===== config.mk =====
export PLATFORM = sky130hd
export DESIGN_NAME = tpu_issue_sequencer
export DESIGN_NICKNAME = d
export VERILOG_FILES = /design/src/rtl/tpu_issue_sequencer.sv
export SDC_FILE = /design/constraint.sdc
export NUM_CORES = 1
export LEC_CHECK = 0
export ABC_AREA = 0
export ABC_CLOCK_PERIOD_IN_PS = 3100
export BUFFER_PORTS_ARGS = -buffer_cell sky130_fd_sc_hd__buf_2
export CAP_MARGIN = 10
export CORE_MARGIN = 2
export CORE_UTILIZATION = 42
export CTS_CLUSTER_SIZE = 14
export DETAILED_ROUTE_END_ITERATION = 10
export GPL_ROUTABILITY_DRIVEN = 0
export SETUP_SLACK_MARGIN = 0.02
export SKIP_LAST_GASP = 1
export SYNTH_ARGS = -nofsm -noshare
export SYNTH_HDL_FRONTEND = slang
export SYNTH_SLANG_ARGS = --single-unit
export TNS_END_PERCENT = 5

===== constraint.sdc =====
create_clock -name clk -period 3.1 [get_ports clk]
set_input_delay 0 -clock clk [delete_from_list [all_inputs] [get_ports clk]]
set_output_delay 0 -clock clk [all_outputs]
set_load 0.02 [all_outputs]

===== src/rtl/tpu_issue_sequencer.sv =====
// tpu_issue_sequencer: buffers host instructions in a small FIFO and issues
// them to the TPU core one at a time, inserting NOP fill after COMPUTE and
// a wait-then-capture window after READ.
module tpu_issue_sequencer #(
    parameter int DEPTH          = 4,
    parameter int COMPUTE_CYCLES = 4,
    parameter int RD_LAT         = 1
) (
    input  logic        clk,
    input  logic        rst,
    input  logic        in_valid,
    output logic        in_ready,
    input  logic [15:0] in_instr,
    input  logic        flush,
    output logic [15:0] tpu_instr,
    input  logic [7:0]  tpu_result,
    output logic        res_valid,
    output logic [7:0]  res_data,
    output logic        busy
);

    localparam int AW   = $clog2(DEPTH);
    localparam int MAXC = (COMPUTE_CYCLES > RD_LAT) ? COMPUTE_CYCLES : RD_LAT;
    localparam int CW   = $clog2(MAXC + 1);

    localparam logic [2:0]    OP_COMPUTE = 3'b011;
    localparam logic [2:0]    OP_READ    = 3'b100;
    localparam logic [AW:0]   PTR_ONE    = {{AW{1'b0}}, 1'b1};
    localparam logic [CW-1:0] CNT_ONE    = {{(CW-1){1'b0}}, 1'b1};
    localparam logic [CW-1:0] CNT_ZERO   = '0;

    typedef enum logic [1:0] {
        IDLE   = 2'd0,
        STALL  = 2'd1,
        WAITRD = 2'd2
    } state_t;

    logic [15:0]   r_mem [DEPTH];
    logic [AW:0]   r_wrPtr;
    logic [AW:0]   r_rdPtr;
    state_t        r_state;
    logic [CW-1:0] r_cnt;
    logic [15:0]   r_tpuInstr;
    logic          r_resValid;
    logic [7:0]    r_resData;

    state_t        w_nextState;
    logic [CW-1:0] w_cntNext;
    logic [15:0]   w_tpuInstrNext;
    logic [15:0]   w_head;
    logic [2:0]    w_headOp;
    logic          w_full;
    logic          w_empty;
    logic          w_push;
    logic          w_pop;
    logic          w_capture;

    // FIFO status comes from comparing pointers that carry an extra wrap bit
    assign w_empty  = (r_wrPtr == r_rdPtr);
    assign w_full   = (r_wrPtr[AW] != r_rdPtr[AW]) &&
                      (r_wrPtr[AW-1:0] == r_rdPtr[AW-1:0]);
    assign w_head   = r_mem[r_rdPtr[AW-1:0]];
    assign w_headOp = w_head[15:13];

    assign in_ready = !w_full && !flush && !rst;
    assign w_push   = in_valid && in_ready;

    // FIFO pointers; reset and flush both empty the queue
    always_ff @(posedge clk) begin
        if (rst || flush) begin
            r_wrPtr <= '0;
            r_rdPtr <= '0;
        end else begin
            if (w_push) r_wrPtr <= r_wrPtr + PTR_ONE;
            if (w_pop)  r_rdPtr <= r_rdPtr + PTR_ONE;
        end
    end

    // FIFO storage, written on every accepted push
    always_ff @(posedge clk) begin
        if (w_push) r_mem[r_wrPtr[AW-1:0]] <= in_instr;
    end

    // State and busy-window counter register
    always_ff @(posedge clk) begin
        if (rst || flush) begin
            r_state <= IDLE;
            r_cnt   <= '0;
        end else begin
            r_state <= w_nextState;
            r_cnt   <= w_cntNext;
        end
    end

    // Next-state: STALL counts NOP cycles down to 1, WAITRD counts down to the sample edge at 0
    always_comb begin
        w_nextState = r_state;
        w_cntNext   = r_cnt;
        case (r_state)
            IDLE: begin
                if (!w_empty) begin
                    if (w_headOp == OP_COMPUTE) begin
                        w_nextState = STALL;
                        w_cntNext   = CW'(COMPUTE_CYCLES);
                    end else if (w_headOp == OP_READ) begin
                        w_nextState = WAITRD;
                        w_cntNext   = CW'(RD_LAT);
                    end
                end
            end
            STALL: begin
                w_cntNext = r_cnt - CNT_ONE;
                if (r_cnt == CNT_ONE) w_nextState = IDLE;
            end
            WAITRD: begin
                if (r_cnt == CNT_ZERO) begin
                    w_nextState = IDLE;
                end else begin
                    w_cntNext = r_cnt - CNT_ONE;
                end
            end
            default: begin
                w_nextState = IDLE;
                w_cntNext   = '0;
            end
        endcase
    end

    // Output decode: pop only from IDLE, capture the result on the last WAITRD cycle
    always_comb begin
        w_pop          = (r_state == IDLE) && !w_empty;
        w_tpuInstrNext = w_pop ? w_head : 16'h0000;
        w_capture      = (r_state == WAITRD) && (r_cnt == CNT_ZERO);
    end

    // Registered outputs; an aborted READ keeps the previous result data
    always_ff @(posedge clk) begin
        if (rst) begin
            r_tpuInstr <= 16'h0000;
            r_resValid <= 1'b0;
            r_resData  <= 8'h00;
        end else if (flush) begin
            r_tpuInstr <= 16'h0000;
            r_resValid <= 1'b0;
        end else begin
            r_tpuInstr <= w_tpuInstrNext;
            r_resValid <= w_capture;
            if (w_capture) r_resData <= tpu_result;
        end
    end

    assign tpu_instr = r_tpuInstr;
    assign res_valid = r_resValid;
    assign res_data  = r_resData;
    assign busy      = !w_empty || (r_state != IDLE) || (r_tpuInstr != 16'h0000);

endmodule


==> results.py, run 1 <==
metrics = {
    "outcome": {
        "status": "finished, final reports clean",
    },
    "pwr": {
        "powerDensity_mw_per_mm2": 509,
        "total_power_mw": 2.48,
        "p_sw_mw": 0.509,
        "p_leak_nw": 1.80,
        "pwr-share-comb_pct": 4.6,
        "switching_share_pct": 20.5,
        "intPower_mw": 1.97,
        "ir_worst_vdd_mv": 0.312,
        "pwr-share-seq_pct": 58.7,
        "p_clk_share_pct": 36.7,
    },
    "yosys": {
        "yosysTopAreaCell": "edfxtp_1",
        "synth_edf_count": 64,
        "synth_most_common_cell": "edfxtp_1",
        "ys.flop_type": "edfxtp_1",
        "async_reset_ff_share_pct": 0,
        "syn_nets": 297,
        "yosysSeqAreaShare_pct": 68.6,
        "synth_common_cells": "edfxtp_1, dfxtp_1, nand2_1",
        "synth_top_area_share_pct": 49.2,
        "synth_warnings": 0,
        "netlist_instances": 257,
        "ys_types": 33,
        "syn_area_per_cell_um2": 15.2,
        "synth-seq-cells": 102,
        "synth_area_leaders": "edfxtp_1, dfxtp_1, mux4_2",
        "synth_area_mm2": 0.00391,
    },
    "worst_hold_path": {
        "min_to": "r_wrPtr[1]$_SDFFE_PP0P_",
        "hold_path.startpoint": "in_valid",
        "holdCritPathClass": "in2reg",
        "hold_depth": 5,
    },
    "worst_setup_path": {
        "worstSetupPathType": "reg2reg",
        "r2r_end": "r_cnt[2]$_SDFFE_PP0P_",
        "r2r_cells": 5,
        "path_max_fanout": 10,
        "crit_arrival_ns": 2.75,
        "cp_slowest_cell": "dfxtp_1",
        "slowest_delay_ns": 0.72,
        "crit_required_ns": 3.39,
        "start_kind": "register",
        "cp-end-kind": "register",
        "reg2reg_slack_ns": 0.64,
        "crit_chain": "mux4_2 > and3b_2 > a221oi_4 > or4_1 > a21oi_1",
    },
    "final_layout": {
        "n_fill_cell": 737,
        "stdcell_area_mm2": 0.00487,
        "syn2layout_area_growth_pct": 24.6,
        "layout-drive-gt1-share_pct": 26.3,
        "n_antenna_cell": 0,
        "final_nets": 392,
    },
    "clock_network": {
        "root_buffer": "clkbuf_8",
        "cts.clk_slew.worst_paths_ns": 0.10,
        "clock-sinks": 102,
        "cts_max_level": 3,
        "cts_tree": "yes",
        "insertion_delay_ns": 0.36,
        "clockBufferDepth": 2,
        "post_cts_buffers": 0,
        "numCtsBuffers": 9,
    },
    "timing": {
        "final-setup-viol-count": 0,
        "hold_viol": 0,
        "clock.fmax_mhz": 407,
        "grt_setup_unrepaired": "false",
        "fin_skew_ns": 0.00905,
        "final.setup.tns_ns": 0,
        "finalCritPeriodShare_pct": 79.3,
        "tightest_slew_ns": 0.806,
        "fin_crit_ns": 2.46,
        "slew_headroom_pct": 45.9,
        "slew_violations": 0,
    },
    "placed_design": {
        "place.port_buffers": 54,
        "place_area_mm2": 0.00432,
        "dpl.hpwl_um": 4600,
    },
    "die": {
        "die_h_um": 100,
        "core_mm2": 0.00915,
        "io_pins": 55,
        "die-area_mm2": 0.0101,
        "rows": 35,
        "initial_core_util_pct": 42.7,
        "dieWidth_um": 100,
    },
    "route": {
        "viasPerCell": 4.89,
        "first_pass_iters": 4,
        "wire_per_inst_um": 15.2,
        "ant_nets": 0,
        "drt_wl_total_um": 7110,
        "vias": 2288,
        "first_iter_violations": 129,
        "post-route-drc-count": 0,
    },
    "global_route": {
        "antenna_found_initial": 0,
        "gr-total-overflow": 0,
        "grt_pass1_vias": 2232,
        "grt_use_total_pct": 15.1,
        "grt_max_degree": 18,
        "grt_pass1_wl_um": 11200,
    },
    "flow_run": {
        "maxCapViolCount": 0,
    },
}
-- how the worst max path moves through the flow --
stage	cells after the start	slack, ns	endpoint	start
after floorplan	3	1.05	r_mem[3][0]$_DFFE_PP_	r_wrPtr[0]$_SDFFE_PP0P_
after global routing	5	0.46	r_cnt[1]$_SDFFE_PP0P_	register
final	5	0.64	r_cnt[2]$_SDFFE_PP0P_	register
after global placement	5	0.66	r_cnt[2]$_SDFFE_PP0P_	register
after detailed placement	5	0.63	r_cnt[2]$_SDFFE_PP0P_	register
after CTS	5	0.60	r_cnt[2]$_SDFFE_PP0P_	register
-- registers in the layout (all words and copies together), names as in the netlist, named ones only --
| signal | cells |
|---|---|
| r_rdPtr | 3 |
| tpu_instr | 16 |
| res_data | 8 |
| r_cnt | 3 |
| r_wrPtr | 3 |
| r_state | 2 |
| r_mem | 64 |
| res_valid | 1 |
-- through the flow --
step	hold slack, ns	worst slack (ns)	utilization [%]	cells
final	0.0579	0.641	53.2	468
after global placement	0.213	0.655	47.2	419
after detailed placement	0.222	0.632	47.2	419
after floorplan	0.0989	1.05	-	257
after CTS	0.0451	0.603	53.2	468
after global routing	0.0962	0.462	53.2	468
-- power groups by stage --
stage	Clock, mW	Sequential, mW	Combinational [mW]
global placement	0	1.49	0.0881
CTS	0.934	1.46	0.114
finish	0.911	1.46	0.113
global route	0.998	1.46	0.125
detailed placement	0	1.49	0.0893
floorplan	0	1.49	0.0480
-- critical path, delay by kind of cell, from the launching register on --
kind / cells / cell delay [ns]
mux: 1 / 0.59
simple gates: 2 / 0.81
flops: 1 / 0.72
compound gates: 2 / 0.26
-- timing repair --
item | CTS | global route
resized for setup | 0 | 0
endpoints found under the hold margin | 73 | 0
hold buffers | 33 | 0
-- logic make-up (layout without fill, tap and decap cells) --
family | Yosys count | in the layout | share of synthesized area, %
AOI/OAI and AO/OA | 27 | 27 | 4.48
xor gates and xnor gates | 9 | 9 | 2.02
adders and majority gates | 12 | 12 | 3.84
buffers and inverters | 19 | 119 | 2.05
DFF | 102 | 102 | 68.6
muxes | 16 | 16 | 9.41
and+or+nand+nor | 72 | 72 | 9.57
-- cell usage in the layout, fill, tap and decap left out, types with 3 or more instances in the layout --
cell | synthesis | routed
dlygate4sd3_1 | 0 | 33
buf_4 | 0 | 6
buf_2 | 1 | 54
nor4_1 | 3 | 3
nor2_1 | 9 | 9
a21oi_1 | 14 | 14
o21ai_0 | 5 | 5
xor2_1 | 4 | 4
nand2_1 | 23 | 23
ha_1 | 12 | 12
or4_1 | 4 | 4
dfxtp_1 | 38 | 38
nor2b_1 | 17 | 17
and2_1 | 4 | 4
xnor2_1 | 5 | 5
mux4_2 | 14 | 14
or3_1 | 3 | 3
nand3_1 | 3 | 3
inv_1 | 10 | 10
or2_2 | 3 | 3
clkbuf_8 | 0 | 9
edfxtp_1 | 64 | 64
-- routing by layer --
layer  track usage, %  share of wire, %  vias to the layer above
met4             5.37               1.3                        0
met5                0                 0                        -
met3             3.54               4.3                        9
met2             24.2                47                       57
li1                 -                 -                     1130
met1             20.1                47                     1092
-- final cells by class --
class,count,area [um2],share of cell area [%]
sequential,102,2680,55.1
clock buffer,10,128,2.62
tap,111,139,2.85
multi-input combinational,136,1150,23.5
clock inverter,6,93.8,1.93
timing repair buffer,93,646,13.3
inverter,10,37.5,0.770
(Power assumes the default switching activity.)
==> inputs of run 2 (changes only) <==
Settings changed: ABC_CLOCK_PERIOD_IN_PS 3100 to 2300.
Clock period 3.1 ns to 2.3 ns, I/O delays scaled along.
==> run 2 against run 1 <==
Net effect:
- sequential power grew 34%
- clock skew hardly changed
- worst hold slack improved by 0.073 ns
- routed wire length up 2.1%
- flip-flop and latch count unchanged
- die area is the same
- power is 29% higher
- combinational power rose by 40%
- count of clock-buffer cells in the layout did not move
==> results.py, run 2 (synthesized netlist as in run 1, its figures left out) <==
metrics = {
    "worst_setup_path": {
        "cp-end-kind": "register",
        "crit_chain": "mux4_2 > a31oi_1 > a221oi_4 > or4_1 > a21oi_1",
        "critPathBufInv": 0,
        "reg2reg_slack_ns": 0.11,
        "crit_required_ns": 2.58,
        "worstSetupPathType": "reg2reg",
        "r2r_end": "r_cnt[2]$_SDFFE_PP0P_",
        "cp_slowest_cell": "mux4_2",
        "r2r_cells": 5,
        "crit_arrival_ns": 2.47,
        "path_max_fanout": 10,
        "start_kind": "register",
        "slowest_delay_ns": 0.57,
        "cp_top_family": "compound AO/OA/AOI/OAI gates",
    },
    "placed_design": {
        "place_area_mm2": 0.00436,
        "dpl.hpwl_um": 4830,
        "place.port_buffers": 54,
    },
    "global_route": {
        "grt_pass1_vias": 2401,
        "grt_max_degree": 18,
        "grt_use_total_pct": 15.5,
        "antenna_found_initial": 0,
        "grt_pass1_wl_um": 11800,
        "gr-total-overflow": 0,
    },
    "timing": {
        "clock.fmax_mhz": 457,
        "hold_viol": 0,
        "fin_crit_ns": 2.19,
        "fin_skew_ns": 0.00933,
        "finalCritPeriodShare_pct": 95.2,
        "worst_hold_slack_ns": 0.131,
        "slew_headroom_pct": 75.5,
        "slew_violations": 0,
        "tightest_slew_ns": 0.364,
        "final-setup-viol-count": 0,
        "grt_setup_unrepaired": "true",
    },
    "final_layout": {
        "final_cell_mix": "edfxtp_1, buf_2, dfxtp_1, dlygate4sd3_1, nand2_1",
        "largest_register_ffs": 64,
        "syn2layout_area_growth_pct": 24.8,
        "n_fill_cell": 772,
        "layout-drive-gt1-share_pct": 26.9,
        "n_antenna_cell": 0,
        "mostFrequentLayoutCell": "edfxtp_1",
        "final_nets": 395,
        "stdcell_area_mm2": 0.00488,
    },
    "flow_run": {
        "maxCapViolCount": 0,
    },
    "route": {
        "viasPerCell": 4.97,
        "wire_per_inst_um": 15.4,
        "first_iter_violations": 84,
        "post-route-drc-count": 0,
        "first_pass_iters": 4,
        "ant_nets": 0,
        "vias": 2343,
        "drt_wl_total_um": 7260,
    },
    "worst_hold_path": {
        "hold_path.startpoint": "flush",
        "holdCritPathClass": "in2reg",
        "min_to": "res_valid$_SDFF_PP0_",
        "hold_depth": 3,
    },
    "die": {
        "dieWidth_um": 100,
        "rows": 35,
        "die_h_um": 100,
        "die-area_mm2": 0.0101,
        "initial_core_util_pct": 42.7,
        "core_mm2": 0.00915,
        "io_pins": 55,
    },
    "clock_network": {
        "clockBufferDepth": 2,
        "clock-sinks": 102,
        "root_buffer": "clkbuf_8",
        "cts_tree": "yes",
        "cts.clk_slew.worst_paths_ns": 0.09,
        "insertion_delay_ns": 0.35,
        "cts_max_level": 3,
        "numCtsBuffers": 9,
    },
    "pwr": {
        "p_leak_nw": 1.81,
        "powerDensity_mw_per_mm2": 654,
        "ir_worst_vdd_mv": 0.451,
    },
    "outcome": {
        "status": "finished, final reports clean",
    },
}
## run 2: changes by cell type in the layout (fill, tap and decap cells not counted), sizes merged
cell / delta
clkinv: +2
clkinvlp: -1
buf: +3
bufinv: -1
## run 2: through the flow
stage	std cells	utilization [%]	setup WS, ns	total power, mW	setup TNS (ns)
finish	471	53.3	0.110	3.19	0
global route	471	53.3	-0.0561	3.33	-0.142
detailed placement	422	47.6	0.125	2.13	0
CTS	471	53.3	0.0952	3.23	0
floorplan	257	-	0.248	2.07	0
global placement	422	47.6	0.207	2.13	0
## run 2: how the worst max path moves through the flow
stage                     cells past startpoint  slack, ns                  endpoint
after floorplan                               3       0.25     r_mem[3][0]$_DFFE_PP_
after detailed placement                      5       0.13     r_cnt[2]$_SDFFE_PP0P_
after global routing                          5      -0.06     r_cnt[0]$_SDFFE_PP0P_
final                                         5       0.11     r_cnt[2]$_SDFFE_PP0P_
after global placement                        5       0.21     r_cnt[2]$_SDFFE_PP0P_
after CTS                                     8        0.1  res_data[3]$_SDFFE_PP0P_
## run 2: what timing repair did
action                                  in CTS  in global routing
resized for setup                            0                  1
endpoints found under the setup margin       0                 12
endpoints found under the hold margin       73                  0
hold buffers                                33                  0
buffers inserted                             0                  0
## run 2: per-layer routing
layer  up-vias  wire length (um)  track usage, %
li1       1141                 -               -
met1      1137              3210            19.4
met2        59              3670            27.1
met3         6               333            3.81
met4         0                54            4.11
met5         -                 0               0
## run 2: cell type report
type                            instances  area, um2  share of cell area, %
Tap cell                              111        139                   2.85
Sequential cell                       102       2680                   55.0
Clock inverter                          6       61.3                   1.26
Timing Repair Buffer                   96        681                   14.0
Multi-Input combinational cell        136       1150                   23.6
Clock buffer                           10        128                   2.62
Inverter                               10       37.5                  0.770
## run 2: tightest hold or removal path: stages
cell and delay [ns]:
buf_2 0.10, or3_1 0.27, nor2_1 0.06
## run 2: power breakdown
group	internal, mW	total [mW]	switching (mW)
logic	0.0842	0.158	0.0736
registers	1.95	1.96	0.00677
clock network	0.502	1.07	0.570
total	2.54	3.19	0.650
